$ cat src/rtl/uart_rx_if.sv
// UART receiver signal bundle.
// The line side (rx, s_tick) is driven by the master.
// The received word and its status flags are driven by the receiver (slave).
interface uart_rx_if #(
  parameter int DBIT = 8
);
  logic            rx;
  logic            s_tick;
  logic [DBIT-1:0] dout;
  logic            rx_done_tick;
  logic            parity_err;
  logic            frame_err;

  modport master (
    output rx, s_tick,
    input  dout, rx_done_tick, parity_err, frame_err
  );

  modport slave (
    input  rx, s_tick,
    output dout, rx_done_tick, parity_err, frame_err
  );
endinterface

$ cat src/rtl/uart_rx.sv
// Oversampling UART receiver.
// The line is sampled on a 16x-baud s_tick enable. A start bit is
// qualified at its midpoint, and each data, parity and stop bit is then
// sampled 16 ticks later. One frame is delivered per rx_done_tick, and
// parity and framing status are held until the next frame completes.
module uart_rx #(
  parameter int DBIT    = 8,
  parameter int SB_TICK = 16,
  parameter int PAR_EN  = 0,
  parameter int PAR_ODD = 0
) (
  input  logic      clk,
  input  logic      reset,
  uart_rx_if.slave  bus
);

  // The tick counter only needs 4 bits for 16-tick bit cells. It grows
  // to 5 bits so that it can also reach SB_TICK-1 for 1.5 or 2 stop bits.
  localparam int S_W = (SB_TICK > 16) ? 5 : 4;

  typedef enum logic [2:0] {
    IDLE   = 3'd0,
    START  = 3'd1,
    DATA   = 3'd2,
    PARITY = 3'd3,
    STOP   = 3'd4
  } state_t;

  state_t          state_reg, state_next;
  logic [S_W-1:0]  s_reg, s_next;
  logic [2:0]      n_reg, n_next;
  logic [DBIT-1:0] b_reg, b_next;
  logic            par_reg, par_next;
  logic [DBIT-1:0] dout_reg, dout_next;
  logic            done_reg, done_next;
  logic            parity_err_reg, parity_err_next;
  logic            frame_err_reg, frame_err_next;
  logic            rx_meta_reg, rx_s_reg;

  // Two-flop synchronizer. Both flops reset to idle-high, so releasing
  // reset can never look like a falling edge on the line.
  always_ff @(posedge clk or posedge reset) begin
    if (reset) begin
      rx_meta_reg <= 1'b1;
      rx_s_reg    <= 1'b1;
    end else begin
      rx_meta_reg <= bus.rx;
      rx_s_reg    <= rx_meta_reg;
    end
  end

  // State, counters, shift register and output registers.
  always_ff @(posedge clk or posedge reset) begin
    if (reset) begin
      state_reg      <= IDLE;
      s_reg          <= '0;
      n_reg          <= '0;
      b_reg          <= '0;
      par_reg        <= 1'b0;
      dout_reg       <= '0;
      done_reg       <= 1'b0;
      parity_err_reg <= 1'b0;
      frame_err_reg  <= 1'b0;
    end else begin
      state_reg      <= state_next;
      s_reg          <= s_next;
      n_reg          <= n_next;
      b_reg          <= b_next;
      par_reg        <= par_next;
      dout_reg       <= dout_next;
      done_reg       <= done_next;
      parity_err_reg <= parity_err_next;
      frame_err_reg  <= frame_err_next;
    end
  end

  // Next-state logic. Counters advance only on s_tick. Outputs are
  // computed one clk early so that they register together with the pulse.
  always_comb begin
    state_next      = state_reg;
    s_next          = s_reg;
    n_next          = n_reg;
    b_next          = b_reg;
    par_next        = par_reg;
    done_next       = 1'b0;
    dout_next       = dout_reg;
    parity_err_next = parity_err_reg;
    frame_err_next  = frame_err_reg;

    case (state_reg)
      IDLE: begin
        if (!rx_s_reg) begin
          state_next = START;
          s_next     = '0;
        end
      end

      START: begin
        if (bus.s_tick) begin
          if (s_reg == S_W'(7)) begin
            if (!rx_s_reg) begin
              state_next = DATA;
              s_next     = '0;
              n_next     = '0;
            end else begin
              // The line returned high before mid-start: treat it as noise.
              state_next = IDLE;
            end
          end else begin
            s_next = s_reg + S_W'(1);
          end
        end
      end

      DATA: begin
        if (bus.s_tick) begin
          if (s_reg == S_W'(15)) begin
            s_next = '0;
            b_next = {rx_s_reg, b_reg[DBIT-1:1]};
            if (n_reg == 3'(DBIT - 1)) begin
              state_next = (PAR_EN != 0) ? PARITY : STOP;
            end else begin
              n_next = n_reg + 3'd1;
            end
          end else begin
            s_next = s_reg + S_W'(1);
          end
        end
      end

      PARITY: begin
        if (bus.s_tick) begin
          if (s_reg == S_W'(15)) begin
            par_next   = rx_s_reg;
            s_next     = '0;
            state_next = STOP;
          end else begin
            s_next = s_reg + S_W'(1);
          end
        end
      end

      STOP: begin
        if (bus.s_tick) begin
          if (s_reg == S_W'(SB_TICK - 1)) begin
            // The frame is delivered even when the stop sample is low.
            state_next      = IDLE;
            done_next       = 1'b1;
            dout_next       = b_reg;
            frame_err_next  = ~rx_s_reg;
            parity_err_next = (PAR_EN != 0) ?
                              (((^b_reg) ^ par_reg) != (PAR_ODD != 0)) : 1'b0;
          end else begin
            s_next = s_reg + S_W'(1);
          end
        end
      end

      default: state_next = IDLE;
    endcase
  end

  assign bus.dout         = dout_reg;
  assign bus.rx_done_tick = done_reg;
  assign bus.parity_err   = parity_err_reg;
  assign bus.frame_err    = frame_err_reg;

endmodule

$ cat src/flat_wrapper.sv
// flat-port wrapper written by rule: the top's interface ports become plain ports
module uart_rx_flat 
#(
  parameter int DBIT    = 8,
  parameter int SB_TICK = 16,
  parameter int PAR_EN  = 0,
  parameter int PAR_ODD = 0
)
  (clk, reset, bus_rx, bus_s_tick, bus_dout, bus_rx_done_tick, bus_parity_err, bus_frame_err);
  uart_rx_if #(.DBIT(DBIT)) bus_i ();
  input  logic clk;
  input  logic reset;
  input wire logic [$bits(bus_i.rx)-1:0] bus_rx;
  input wire logic [$bits(bus_i.s_tick)-1:0] bus_s_tick;
  output wire logic [$bits(bus_i.dout)-1:0] bus_dout;
  output wire logic [$bits(bus_i.rx_done_tick)-1:0] bus_rx_done_tick;
  output wire logic [$bits(bus_i.parity_err)-1:0] bus_parity_err;
  output wire logic [$bits(bus_i.frame_err)-1:0] bus_frame_err;
  assign bus_i.rx = bus_rx;
  assign bus_i.s_tick = bus_s_tick;
  assign bus_dout = bus_i.dout;
  assign bus_rx_done_tick = bus_i.rx_done_tick;
  assign bus_parity_err = bus_i.parity_err;
  assign bus_frame_err = bus_i.frame_err;
  uart_rx #(.DBIT(DBIT), .SB_TICK(SB_TICK), .PAR_EN(PAR_EN), .PAR_ODD(PAR_ODD)) u_core (.clk(clk), .reset(reset), .bus(bus_i));
endmodule
$ cat config.mk
export PLATFORM = sky130hd
export DESIGN_NAME = uart_rx_flat
export DESIGN_NICKNAME = d
export VERILOG_FILES = /design/src/rtl/uart_rx_if.sv /design/src/rtl/uart_rx.sv /design/src/flat_wrapper.sv
export SDC_FILE = /design/constraint.sdc
export NUM_CORES = 1
export LEC_CHECK = 0
export CAP_MARGIN = 10
export CORE_AREA = 2 2 61 51
export DETAILED_ROUTE_END_ITERATION = 8
export DIE_AREA = 0 0 63 53
export PLACE_DENSITY = 0.76
export SKIP_LAST_GASP = 1
export SLEW_MARGIN = 20
export SYNTH_ARGS = -nofsm -noshare
export SYNTH_HDL_FRONTEND = slang
export SYNTH_SLANG_ARGS = --single-unit
$ cat constraint.sdc
create_clock -name clk -period 2.2 [get_ports clk]
set_input_delay 0.66 -clock clk [delete_from_list [all_inputs] [get_ports clk]]
set_output_delay 0.66 -clock clk [all_outputs]
set_load 0.01 [all_outputs]
== Word level (Yosys, flattened, before mapping) ==
Index checks and enable logic that the tools add are counted.

* Flip-flop bits (word level): 30
* Output and inout bits: 11
* Word-level logic and storage cells: 72

* Add/subtract/negate cells: 2
* Equal/unequal tests: 21
* Muxes and demuxes: 30
* Bitwise gates (word level): 1
* Reductions and logical operators: 9

{| class="wikitable"
|+ Operator list
! operator !! number
|-
| two-way mux 3 bit || 16
|-
| two-way mux 4 bit || 7
|-
| inequality test 2 bit, second input constant || 8
|-
| case mux 4 bit (4 select lines) || 1
|-
| case mux 3 bit (5 select lines) || 1
|-
| inequality test 2 x 1 -> 1 bit, second input constant || 6
|-
| AND reduction 10 bit || 1
|-
| AND reduction 7 bit || 1
|-
| equality test 3 x 2 -> 1 bit, second input constant || 2
|-
| equality test 3 bit, second input constant || 2
|-
| case mux 3 bit (2 select lines) || 1
|-
| AND reduction 3 bit || 2
|-
| AND reduction 5 bit || 1
|-
| adder 4 x 1 -> 4 bit, second input constant || 1
|-
| equality test 4 x 3 -> 1 bit, second input constant || 1
|-
| equality test 4 bit, second input constant || 1
|-
| nonzero test 4 bit || 1
|-
| adder 3 x 1 -> 3 bit, second input constant || 1
|-
| equality test 3 x 1 -> 1 bit, second input constant || 1
|-
| zero test 3 bit || 1
|-
| two-way mux 1 bit || 3
|-
| two-way mux 2 bit || 1
|-
| nonzero test 2 bit || 1
|-
| OR reduction 2 bit || 1
|-
| inverter 1 bit || 1
|}

== Depth between registers and ports, before layout ==
* Depth in word-level cells: 5
* Depth in mapped cells: 6
* Gate-level depth less buffers: 5

== Least setup slack after synthesis ==
OpenSTA, ideal clock, no wires.

* Path kind: in2reg
* Start point: in bus_s_tick
* End point: reg u_core.n_reg[0]
* Setup time: 0.125 ns
* Arrival time: 1.788 ns
* Path slack: 0.287 ns
* Stages on the path: 5
* Cell sequence: buf_6 > nand2b_4 > mux2_2 > o32ai_2 > mux2_2

* Word-level cells in the longest chain between the ends: 2
* Elaborated cells on any way between the ends: 3
* Classes of those cells: 2 x eq/ne; 1 x reduce/logical

{| class="wikitable"
|+ RTL lines
! element !! line !! text
|-
| from (decl) || flat_wrapper.sv:14 || <nowiki>input wire logic [$bits(bus_i.s_tick)-1:0] bus_s_tick;</nowiki>
|-
| inequality test 2 bit (no line) || -- ||
|-
| AND reduction 7 bit (no line) * || -- ||
|-
| to (signal assigned) || uart_rx.sv:67 || <nowiki>n_reg <= n_next;</nowiki>
|-
| to (decl) || uart_rx.sv:31 || <nowiki>logic [2:0] n_reg, n_next;</nowiki>
|}

Mark *: on every way between the ends. The rest lies on a longest branch, timed or not.
A chain may end at the register's enable or synchronous reset.

== Worst setup path in the final report ==
* Start point: in bus_s_tick
* End point: reg u_core.n_reg[1]

Same word-level chain as after synthesis.

==> qor.csv <==
stage;metric;value;unit
status;status;completed;
timing;rsz0062_at_grt;no;
critical_path;cp_data_arrival_time;2.28;ns
routing;drtIter0Drc;78;
grt;grt_overflow;0;
clock_network;clock-sinks;30;
critical_path;r2r_start;u_core.state_reg[0];
yosys;synth_xor_area_share;1.82;%
yosys;synth_area;1450;µm²
timing;setup_viol;0;
critical_path;rrSetupSlack;0.23;ns
critical_path;crit_family;multiplexers;
floorplan;die_x;63;µm
pwr;power.density;630;nW/µm²
critical_path;path_cells;clkdlybuf4s50_1 -> nand2b_4 -> mux2_2 -> o32ai_2 -> mux2_2;
critical_path;path_class;in2reg;
critical_path;critPathLaunchType;input pin;
yosys;synth_cell_type_count;40;
timing;fin_crit_sh;94.6;%
timing;hold_violations;0;
pwr;p_leak;0.768;nW
yosys;syn_avg_cell_area;12.5;µm²
critical_path;crit_buf_inv;1;
floorplan;start_util;53.5;%
cells_and_area;n_antenna_cell;0;
placement;post-place-ws;-0.200;ns
cells_and_area;area_delta_synth_final;15.6;%
clock_network;htree_levels;2;
timing;period_minus_slack;2.08;ns
clock_network;cts_tree;built;
critical_path;reg2reg_depth;4;
critical_path;cpMostUsedCell;mux2_2;
placement;port-buffer-count;13;
timing;drv_slew;0;
critical_path;worstSetupEndpointType;register;
cells_and_area;final_util;61.9;%
yosys;syn_nets;123;
grt;grt_pass1_vias;854;
yosys;synthArstFlopShare;100;%
critical_path;cp_slowest_cell;clkdlybuf4s50_1;
cells_and_area;ff_latch_area;753;µm²
worst_hold_path;whs_endpoint;u_core.rx_s_reg;
yosys;synthFlopType;dfrtp_1;
grt;grt_use_total;16.9;%
timing;worst_pin_slew;0.595;ns
worst_hold_path;min-delay-start;u_core.rx_meta_reg;
routing;post_drt_wl_per_cell;13.8;µm
yosys;synth_top_family_by_area;multiplexers;
critical_path;max_stage_delay;0.49;ns
timing;fin_ws;0.118;ns
clock_network;ctsResizeCount;0;
routing;wl;2.37;mm
clock_network;postCtsHoldBufs;0;
clock_network;root_buffer;clkbuf_4;
floorplan;rows;17;
placement;dp.cells;165;
yosys;synth_compound_area_share;9.26;%
grt;antenna_found_initial;0;
cells_and_area;fin_area;1670;µm²
yosys;ys_warn_count;0;
yosys;synthMuxAreaShare;16.3;%
cells_and_area;drive_above_1_share;28.4;%
timing;fmax;0.480;GHz
critical_path;rr_endpoint;u_core.s_reg[1];
job;drv_cap;0;
clock_network;clockBufferDepth;2;
floorplan;io-pin-count;15;
critical_path;crit_fanout;5;
grt;grt_max_degree;31;
yosys;synthSimpleGateAreaFrac;13.3;%
yosys;synth-edff-count;0;
pwr;irDropWorstVdd;0.000391;V
timing;max_slew_margin;60.3;%
cells_and_area;nets;141;
timing;hold_slack;0.360;ns
yosys;synthAdderAreaFrac;2.60;%
floorplan;die_y;53;µm
worst_hold_path;min_path_type;reg2reg;
cells_and_area;fill_cells;217;
yosys;syn_inst;116;
routing;first_pass_iters;4;
grt;grt_pass1_wl;4.15;mm
routing;via_per_inst;5.58;
cells_and_area;instances_no_fill;172;
routing;ant_nets;0;
clock_network;worst_skew_pair.late_latency;0.32;ns
placement;globalplace.congestion;0.785;
placement;placed_area;1630;µm²
clock_network;post_cts_buffers;0;
critical_path;cp.required;2.40;ns
yosys;ys_seq_elements;30;
yosys;yosysSeqAreaShare;52.1;%
floorplan;coreArea;2700;µm²
routing;drc;0;
clock_network;cts_buffers;5;
timing;fin_skew;0.0174;ns
placement;hpwl;1.71;mm
worst_hold_path;min_path_cells;0;
routing;via_count;960;
clock_network;clk_pin_slew;0.08;ns
cells_and_area;multi_input_area;631;µm²
floorplan;die_area;3340;µm²
## metal layers
| metal | up-vias | track usage [%] | wire length (µm) |
|---|---|---|---|
| met5 | - | 0 | 0 |
| met4 | 0 | 6.67 | 12 |
| met3 | 2 | 5.74 | 151 |
| met2 | 33 | 25.0 | 1080 |
| met1 | 473 | 23.0 | 1120 |
| li1 | 452 | - | - |
## area by class of cell
class                           instances  area share [%]
Sequential cell                        30            45.1
Multi-Input combinational cell         76            37.7
Timing Repair Buffer                   19            11.2
Inverter                                2           0.449
Tap cell                               38            2.84
Clock buffer                            7            2.69
## cells in the final DEF (no fill, tap or decap), types with 2 or more instances in the layout
cell type	synthesis	layout
xor2_1	2	2
nor3_1	2	2
nor3b_1	2	2
clkbuf_4	0	5
dfrtp_1	28	28
ha_1	3	3
inv_1	2	2
nand4_1	2	2
o21ai_0	3	3
a21oi_1	3	3
nand3_1	3	3
dfstp_2	2	2
nor2_1	8	8
buf_4	4	5
mux2_1	2	2
a22o_1	2	2
clkbuf_1	1	2
clkdlybuf4s50_1	0	13
nand2_1	4	4
mux2_2	19	19
o32ai_1	2	2
## Yosys cell counts, types with 2 or more instances
master / number / area share, %
dfrtp_1: 28 / 48
mux2_2: 19 / 15
nor2_1: 8 / 2.1
buf_4: 4 / 2.1
nand2_1: 4 / 1.0
a21oi_1: 3 / 1.0
ha_1: 3 / 2.6
nand3_1: 3 / 1.0
o21ai_0: 3 / 1.0
a22o_1: 2 / 1.2
buf_2: 2 / 0.69
dfstp_2: 2 / 3.6
inv_1: 2 / 0.52
mux2_1: 2 / 1.6
nand4_1: 2 / 0.86
nor3_1: 2 / 0.69
nor3b_1: 2 / 1.0
o32ai_1: 2 / 1.2
xor2_1: 2 / 1.2
## worst reg2reg max path: stages (launching register included)
cell and delay, ns:
dfrtp_1 0.73, inv_1 0.13, or4_4 0.52, a211oi_2 0.31, a22o_1 0.20
## worst max-delay path by stage
stage | end | startpoint | slack (ns) | cells past startpoint
after floorplan | u_core.n_reg[0] | bus_s_tick | 0.29 | 5
after global placement | u_core.n_reg[1] | bus_s_tick | -0.16 | 5
after detailed placement | u_core.n_reg[1] | bus_s_tick | -0.20 | 5
after CTS | u_core.n_reg[1] | bus_s_tick | 0.14 | 5
after global routing | u_core.n_reg[1] | bus_s_tick | 0.08 | 5
final | u_core.n_reg[1] | bus_s_tick | 0.12 | 5
## report_power, final
group	leakage [nW]	internal, mW	switching [mW]
clock network	0.0254	0.120	0.172
registers	0.401	0.591	0.0495
logic	0.342	0.0646	0.0555
## kinds of logic after synthesis
family,Yosys count
buffers and inverters,10
other,1
xor gates and xnor gates,3
AOI/OAI and AO/OA,17
DFF,30
adders and majority gates,3
and+or+nand+nor,31
muxes,21
## through the flow
step | setup TNS (ns) | power [mW]
detailed placement | -1.95 | 0.770
floorplan | 0 | 0.747
global placement | -1.57 | 0.759
CTS | 0 | 1.06
finish | 0 | 1.05
global route | 0 | 1.13
Note: power is estimated with default switching activity, not from simulation.
